**config.mk**
```make
export PLATFORM = sky130hd
export DESIGN_NAME = i2c_ram_arbiter
export DESIGN_NICKNAME = d
export VERILOG_FILES = /design/src/rtl/i2c_ram_arbiter_pkg.sv /design/src/rtl/i2c_ram_clear_seq.sv /design/src/rtl/i2c_ram_arbiter.sv
export SDC_FILE = /design/constraint.sdc
export NUM_CORES = 1
export LEC_CHECK = 0
export CORE_MARGIN = 2
export CORE_UTILIZATION = 42
export DETAILED_ROUTE_END_ITERATION = 8
export GPL_TIMING_DRIVEN = 0
export PLACE_DENSITY = 0.81
export SLEW_MARGIN = 20
export SYNTH_ARGS = -nofsm -noshare
export SYNTH_HDL_FRONTEND = slang
export SYNTH_SLANG_ARGS = --single-unit
```
**constraint.sdc**
```tcl
create_clock -name clk -period 5.8 [get_ports clk]
set_input_delay 0.87 -clock clk [delete_from_list [all_inputs] [get_ports clk]]
set_output_delay 0.87 -clock clk [all_outputs]
set_load 0.02 [all_outputs]
```
**src/rtl/i2c_ram_arbiter_pkg.sv**
```systemverilog
`default_nettype none
// +----------------------------------------------------------------------------+
// | Module   : i2c_ram_arbiter_pkg                                             |
// | Purpose  : Shared definitions for the I2C / menu RAM port arbiter:         |
// |            FSM state encodings and requester identifiers.                  |
// | Ports    : none (package)                                                  |
// | Revision : 1.0  initial release                                            |
// +----------------------------------------------------------------------------+
package i2c_ram_arbiter_pkg;

  // Arbiter FSM state encodings
  localparam logic [1:0] ST_IDLE   = 2'd0;
  localparam logic [1:0] ST_ACCESS = 2'd1;
  localparam logic [1:0] ST_WAIT   = 2'd2;
  localparam logic [1:0] ST_CLEAR  = 2'd3;

  // Requester identifiers (who owns the access currently in flight)
  localparam logic REQ_I2C  = 1'b0;
  localparam logic REQ_MENU = 1'b1;

  typedef enum logic [1:0] {
    S_IDLE   = ST_IDLE,
    S_ACCESS = ST_ACCESS,
    S_WAIT   = ST_WAIT,
    S_CLEAR  = ST_CLEAR
  } state_e;

endpackage : i2c_ram_arbiter_pkg
`default_nettype wire

```
**src/rtl/i2c_ram_clear_seq.sv**
```systemverilog
`default_nettype none
// +----------------------------------------------------------------------------+
// | Module   : i2c_ram_clear_seq                                               |
// | Purpose  : Address sequencer for the bulk clear sweep. Once started it     |
// |            walks addresses 0..CLEAR_DEPTH-1, one per cycle, then pulses    |
// |            done for one cycle.                                             |
// | Ports    : clk, reset (async, active-low)                                  |
// |            start  - begin a sweep (from the arbiter FSM)                   |
// |            busy   - sweep in progress                                      |
// |            last   - current cycle issues the final address                 |
// |            addr   - current sweep address                                  |
// |            done   - one-cycle pulse after the final address                |
// | Revision : 1.0  initial release                                            |
// +----------------------------------------------------------------------------+
module i2c_ram_clear_seq #(
  parameter int ADDR_W      = 8,
  parameter int CLEAR_DEPTH = 32
) (
  input  logic              clk,
  input  logic              reset,
  input  logic              start,
  output logic              busy,
  output logic              last,
  output logic [ADDR_W-1:0] addr,
  output logic              done
);

  // Counter only needs to reach CLEAR_DEPTH-1, so it never wraps mid-sweep.
  localparam int c_cnt_w = (CLEAR_DEPTH > 1) ? $clog2(CLEAR_DEPTH) : 1;
  localparam logic [c_cnt_w-1:0] c_last = c_cnt_w'(CLEAR_DEPTH - 1);

  logic [c_cnt_w-1:0] r_cnt;
  logic               r_busy;
  logic               r_done;

  always_ff @(posedge clk or negedge reset) begin
    if (!reset) begin
      r_cnt  <= '0;
      r_busy <= 1'b0;
      r_done <= 1'b0;
    end else begin
      r_done <= 1'b0;
      if (start) begin
        r_cnt  <= '0;
        r_busy <= 1'b1;
      end else if (r_busy) begin
        if (r_cnt == c_last) begin
          r_busy <= 1'b0;
          r_done <= 1'b1;
        end else begin
          r_cnt <= r_cnt + c_cnt_w'(1);
        end
      end
    end
  end

  assign busy = r_busy;
  assign last = r_busy && (r_cnt == c_last);
  assign addr = ADDR_W'(r_cnt);
  assign done = r_done;

endmodule : i2c_ram_clear_seq
`default_nettype wire

```
**src/rtl/i2c_ram_arbiter.sv**
```systemverilog
`default_nettype none
// +----------------------------------------------------------------------------+
// | Module   : i2c_ram_arbiter                                                 |
// | Purpose  : Shares one synchronous RAM port between the I2C slave path and  |
// |            the menu controller, and runs a bulk clear sweep on request.    |
// |            Each access is IDLE -> ACCESS -> WAIT (3 cycles).               |
// | Ports    : clk, reset (async, active-low)                                  |
// |            i2c_*   - I2C requester: req/we/addr/wdata in, ack/rdata/rvalid |
// |            menu_*  - menu requester, same shape as i2c_*                   |
// |            clear_req in, clear_busy/clear_done out                         |
// |            ram_*   - RAM port: en/we/addr/wdata out, rdata in (1-cycle)    |
// | Revision : 1.0  initial release                                            |
// +----------------------------------------------------------------------------+
module i2c_ram_arbiter
  import i2c_ram_arbiter_pkg::*;
#(
  parameter int ADDR_W      = 8,
  parameter int DATA_W      = 8,
  parameter int CLEAR_DEPTH = 32,
  parameter int MAX_I2C_RUN = 4
) (
  input  logic              clk,
  input  logic              reset,
  input  logic              i2c_req,
  input  logic              i2c_we,
  input  logic [ADDR_W-1:0] i2c_addr,
  input  logic [DATA_W-1:0] i2c_wdata,
  output logic              i2c_ack,
  output logic [DATA_W-1:0] i2c_rdata,
  output logic              i2c_rvalid,
  input  logic              menu_req,
  input  logic              menu_we,
  input  logic [ADDR_W-1:0] menu_addr,
  input  logic [DATA_W-1:0] menu_wdata,
  output logic              menu_ack,
  output logic [DATA_W-1:0] menu_rdata,
  output logic              menu_rvalid,
  input  logic              clear_req,
  output logic              clear_busy,
  output logic              clear_done,
  output logic              ram_en,
  output logic              ram_we,
  output logic [ADDR_W-1:0] ram_addr,
  output logic [DATA_W-1:0] ram_wdata,
  input  logic [DATA_W-1:0] ram_rdata
);

  localparam int c_run_w = $clog2(MAX_I2C_RUN + 1);
  localparam logic [c_run_w-1:0] c_run_max = c_run_w'(MAX_I2C_RUN);

  state_e              r_state, w_next;
  logic                r_owner;
  logic                r_we;
  logic [ADDR_W-1:0]   r_addr;
  logic [DATA_W-1:0]   r_wdata;
  logic [c_run_w-1:0]  r_run;
  logic                r_clear_pend;
  logic [DATA_W-1:0]   r_i2c_rdata, r_menu_rdata;
  logic                r_i2c_rvalid, r_menu_rvalid;

  logic                w_grant_i2c, w_grant_menu, w_start_clear;
  logic                w_clr_busy, w_clr_last, w_clr_done;
  logic [ADDR_W-1:0]   w_clr_addr;

  i2c_ram_clear_seq #(
    .ADDR_W      (ADDR_W),
    .CLEAR_DEPTH (CLEAR_DEPTH)
  ) u_clear_seq (
    .clk   (clk),
    .reset (reset),
    .start (w_start_clear),
    .busy  (w_clr_busy),
    .last  (w_clr_last),
    .addr  (w_clr_addr),
    .done  (w_clr_done)
  );

  always_ff @(posedge clk or negedge reset) begin
    if (!reset) r_state <= S_IDLE;
    else        r_state <= w_next;
  end

  // Next state, grant decisions and RAM port drive.
  always_comb begin
    w_next        = r_state;
    w_grant_i2c   = 1'b0;
    w_grant_menu  = 1'b0;
    w_start_clear = 1'b0;
    ram_en        = 1'b0;
    ram_we        = 1'b0;
    ram_addr      = r_addr;
    ram_wdata     = r_wdata;
    i2c_ack       = 1'b0;
    menu_ack      = 1'b0;
    case (r_state)
      S_IDLE: begin
        // clear_req seen this cycle counts as pending so a sweep starts promptly
        if (r_clear_pend || clear_req) begin
          w_start_clear = 1'b1;
          w_next        = S_CLEAR;
        end else if (menu_req && (!i2c_req || (r_run == c_run_max))) begin
          // menu wins when alone, or when I2C has used up its run allowance
          w_grant_menu = 1'b1;
          w_next       = S_ACCESS;
        end else if (i2c_req) begin
          w_grant_i2c = 1'b1;
          w_next      = S_ACCESS;
        end
      end
      S_ACCESS: begin
        ram_en   = 1'b1;
        ram_we   = r_we;
        i2c_ack  = (r_owner == REQ_I2C);
        menu_ack = (r_owner == REQ_MENU);
        w_next   = S_WAIT;
      end
      S_WAIT: begin
        w_next = S_IDLE;
      end
      S_CLEAR: begin
        ram_en    = 1'b1;
        ram_we    = 1'b1;
        ram_addr  = w_clr_addr;
        ram_wdata = '0;
        if (w_clr_last) w_next = S_IDLE;
      end
      default: w_next = S_IDLE;
    endcase
  end

  // Winner capture, run counter, clear-pending flag and read-data return.
  always_ff @(posedge clk or negedge reset) begin
    if (!reset) begin
      r_owner       <= REQ_I2C;
      r_we          <= 1'b0;
      r_addr        <= '0;
      r_wdata       <= '0;
      r_run         <= '0;
      r_clear_pend  <= 1'b0;
      r_i2c_rdata   <= '0;
      r_menu_rdata  <= '0;
      r_i2c_rvalid  <= 1'b0;
      r_menu_rvalid <= 1'b0;
    end else begin
      r_i2c_rvalid  <= 1'b0;
      r_menu_rvalid <= 1'b0;

      if (w_grant_i2c) begin
        r_owner <= REQ_I2C;
        r_we    <= i2c_we;
        r_addr  <= i2c_addr;
        r_wdata <= i2c_wdata;
        if (!menu_req)              r_run <= '0;
        else if (r_run != c_run_max) r_run <= r_run + c_run_w'(1);
      end else if (w_grant_menu) begin
        r_owner <= REQ_MENU;
        r_we    <= menu_we;
        r_addr  <= menu_addr;
        r_wdata <= menu_wdata;
        r_run   <= '0;
      end

      // Requests made during a sweep are dropped, not queued for a second one.
      if (w_start_clear)
        r_clear_pend <= 1'b0;
      else if (clear_req && (r_state != S_CLEAR))
        r_clear_pend <= 1'b1;

      // RAM read data is valid during WAIT; capture it on the way out.
      if ((r_state == S_WAIT) && !r_we) begin
        if (r_owner == REQ_I2C) begin
          r_i2c_rdata  <= ram_rdata;
          r_i2c_rvalid <= 1'b1;
        end else begin
          r_menu_rdata  <= ram_rdata;
          r_menu_rvalid <= 1'b1;
        end
      end
    end
  end

  assign i2c_rdata   = r_i2c_rdata;
  assign i2c_rvalid  = r_i2c_rvalid;
  assign menu_rdata  = r_menu_rdata;
  assign menu_rvalid = r_menu_rvalid;
  assign clear_busy  = w_clr_busy;
  assign clear_done  = w_clr_done;

endmodule : i2c_ram_arbiter
`default_nettype wire
```
==> impl_summary.txt, run 1 <==
----------------------------------------------------
[Outcome]
  Status ... finished clean

[Power]
  Switching power summed over all nets ... between 0.6 and 0.7 mW
  Net switching share of the total power ... about 37%
  Peak ir drop on the vdd network ... between 0.3 and 0.4 mV
  Share of total power in combinational logic ... between 50% and 60%
  Power per unit of standard cell area ... between 500 and 600 nW/um2
  Cell-internal power ... 1.12 mW
  Total leakage power ... ~1.6 nW
  Sequential share of power ... between 30 and 40%
  Clock network fraction of design power ... 14.2%

[Die]
  Area of the die ... between 6000 and 7000 um2
  Number of placed I/O pins ... just under 90
  Horizontal die dimension ... between 70 and 80 um
  Standard-cell rows ... 27
  Vert. Die Dim ... a little under 80 um
  Core outline area ... between 5000 and 6000 um2
  Initial standard-cell utilization of the core ... a little over two fifths

[STA]
  Final hold vios ... 0
  Maximum frequency from static timing analysis ... 333 MHz
  Final Cycle Share ... between 50 and 60%
  Total setup violations reported at the end of the flow ... 0
  Max-slew headroom ... a little under three fifths
  RSZ-0062 raised after global routing ... false
  Worst Max-Slew Pin Slew ... between 0.6 and 0.7 ns
  Worst path setup slack after routing ... between 2 and 3 ns
  Number of max-slew violations in the final report ... 0
  Final Critical Period ... about 3.0 ns
  Final clock skew ... roughly 0.0073 ns
  TNS Setup ... 0 ns

[Synthesis]
  Post-synth ARST share ... 100%
  Top area cells in the synthesized netlist ... dfrtp_1 52%, mux2_2 11%, inv_1 8.6%
  Distinct cell type count after synthesis ... 32
  Per-instance average area after synthesis ... 10.9 um2
  Most used flip-flop cell after synthesis ... dfrtp_1
  Sequential element share of the synthesized area ... about half
  Post-synthesis register bit count ... 49
  Post-Syn Nets ... roughly 270
  Post-synthesis cell area ... around 2400 um2
  Yosys warns ... 0
  Synthesized instance count ... 217
  Area leader, netlist ... dfrtp_1
  Number of enable-type register cells in the synthesized netlist ... 0
  Area share of the largest cell type after synthesis ... between 50% and 60%

[Layout]
  Commonest cells after routing, fill and taps aside ... 85 x clkdlybuf4s50_1, 54 x inv_1, 49 x dfrtp_1, 22 x mux2_2, 17 x a222oi_1
  Most frequent standard cell in the layout excluding fill and tap cells ... clkdlybuf4s50_1
  Antenna diode instance count ... 0
  Area overhead of the layout relative to synthesis ... 46.4%
  Area of all placed cells without fillers ... roughly 3500 um2
  Layout cells sized above 1 ... 14.1%
  Layout net count ... 362
  Non-filler cells, final ... ~380
  Final core area utilization ... a little over three fifths

[Route]
  Routed WL per cell ... roughly 14 um
  DR vias ... roughly 1900
  First-iteration detailed-routing DRC count ... approximately 120
  Post-route DRC violation count ... 0
  First-pass DRT Iterations ... 8
  DRT antenna net count ... 0
  Total wire length ... 5.30 mm
  Routed vias/inst ... 4.97

[Critical path]
  CP startpoint kind ... register
  Maximum fanout along the worst path ... 10
  Data arrival time of the worst path ... approximately 2.1 ns
  Setup Crit Path Kind ... register to output pin
  Endpoint kind of the worst setup timing path ... output pin
  Critical path data required time ... 4.93 ns

[Placement]
  # placed instances ... 376
  Gp weighted congestion ... about 0.76
  Instance area at placement ... approximately 3300 um2
  Port Buf Inserts ... 86
  Final HPWL DP ... ~4.0 mm
  Worst slack at placement ... around 3.0 ns

[Clocking]
  Maximum number of buffers from clock root to sink ... 2
  CTS Root Buffer Type ... clkbuf_8
  CTS Buf Count ... 5
  Count of H-tree levels built during CTS ... 2
  Sinks on the clock net ... 49
  Quantity of gates resized following cts ... 0
  Insertion delay of the later-clocked pin in the worst-skew pair ... approximately 0.3 ns
  Clock tree from TritonCTS ... built
  Clock edge transition at the registers on the reported setup and hold paths ... 0.09 ns
  Post-CTS Hold Buffers ... 0
  Setup Buffers After CTS ... 0

[GRT]
  Global-route wire length before repair ... ~8.7 mm
  Remaining global-route overflow ... 0
  Initial antenna violation count ... 0
  Total global routing track utilization ... ~18%
  Vias in the first global route ... between 1500 and 2000
  Largest net degree at the start of global routing ... 29

[Worst hold path]
  Worst min path class ... register to register

[Job]
  Max capacitance violation total ... 0

----------------------------------------------------
## final timing paths
| kind | depth (start not counted) | endpoint | start | slack (ns) |
|---|---|---|---|---|
| max in group asynchronous | 2 | r_addr[0]$_DFFE_PN0P_ | reset | 4.67 |
| min | 1 | menu_rdata[4]$_DFFE_PN0P_ | menu_rdata[4]$_DFFE_PN0P_ | 0.51 |
| min in group asynchronous | 1 | i2c_rdata[2]$_DFFE_PN0P_ | reset | 0.59 |
| max | 4 | ram_wdata[6] | r_state[0]$_DFFE_PN0P_ | 2.80 |
| max reg2reg | 7 | u_clear_seq.r_cnt[3]$_DFFE_PN0P_ | u_clear_seq.r_cnt[0]$_DFFE_PN0P_ | 3.81 |
| min reg2reg | 1 | menu_rdata[4]$_DFFE_PN0P_ | menu_rdata[4]$_DFFE_PN0P_ | 0.51 |
## state kept, by name, indices dropped and copies added, names as in the netlist
name               flops
r_wdata                8
menu_rdata             8
i2c_rvalid             1
r_addr                 8
u_clear_seq.done       1
r_run                  3
u_clear_seq.r_cnt      5
i2c_rdata              8
r_owner                1
r_clear_pend           1
menu_rvalid            1
r_state                2
r_we                   1
u_clear_seq.busy       1
## synth_stat cells, drive strengths merged, types with 2 or more instances
master / n
buf: 8
o21ai: 2
nor3b: 3
nand2b: 2
a222oi: 17
mux2: 22
a21o: 2
clkbuf: 4
nand3: 3
a21oi: 15
nand2: 3
and3: 3
inv: 54
ha: 4
nor2: 8
dfrtp: 49
mux2i: 2
or3: 2
o21a: 2
xor2: 2
## through the flow
| stage | power [mW] | hold WS [ns] |
|---|---|---|
| after detailed placement | 1.55 | 0.496 |
| after global routing | 1.90 | 0.525 |
| after floorplan | 1.12 | 0.500 |
| final | 1.79 | 0.513 |
| after global placement | 1.52 | 0.489 |
| after CTS | 1.80 | 0.516 |
## power by group through the flow
stage                     sequential, mW  clock, mW  combinational, mW
after CTS                          0.582      0.260              0.962
after global routing               0.600      0.276               1.02
final                              0.582      0.253              0.951
after detailed placement           0.589          0              0.958
after floorplan                    0.643          0              0.477
after global placement             0.581          0              0.937
## worst max-delay path, cell delays in order (launching register included)
cell             delay (ns)
dfrtp_1                0.43
buf_2                  0.25
clkbuf_1               0.41
a21oi_1                0.16
clkdlybuf4s50_1        0.58
## area by class of cell
cell class / count / area (um2)
clock buffer: 6 / 82.6
buffer: 12 / 61.3
timing repair buffer: 87 / 883
tap: 72 / 90.1
clock inverter: 2 / 37.5
fill: 480 / 2020
inverter: 54 / 203
multi-input combinational: 102 / 868
sequential: 49 / 1230
## kinds of logic (layout without fill, tap and decap cells)
family / Yosys count / in the layout / share of synthesized area, %
muxes: 24 / 24 / 11.4
adders and majority gates: 4 / 4 / 2.12
DFF: 49 / 49 / 52.0
xor gates and xnor gates: 2 / 2 / 0.743
and+or+nand+nor: 30 / 30 / 9.18
AOI/OAI and AO/OA: 42 / 42 / 13.4
buffers and inverters: 66 / 161 / 11.2
## per-layer routing
metal | share of wire (%) | GRT usage, % | up-vias
met2 | 48 | 31.3 | 72
met5 | 0 | 0 | -
met1 | 44 | 22.2 | 905
met4 | 1.2 | 5.17 | 0
met3 | 6.2 | 4.89 | 6
li1 | - | - | 926
Note: power is estimated with default switching activity, not from simulation.
==> run 2, diff against run 1 <==
- clock period: 5.8 -> 3.05 ns (I/O delays scaled with it)
==> results of run 2 <==
Same layout as run 1 (identical final DEF). Status: finished clean.
Main changes from that run: setup slack after placement 2.98 ns -> 0.645 ns; setup slack after layout 2.80 ns -> 0.460 ns; hold slack 0.513 ns -> 0.175 ns; register-to-register setup slack 3.81 ns -> 1.06 ns; total power 1.79 mW -> 3.40 mW; worst IR drop on VDD 0.354 mV -> 0.674 mV
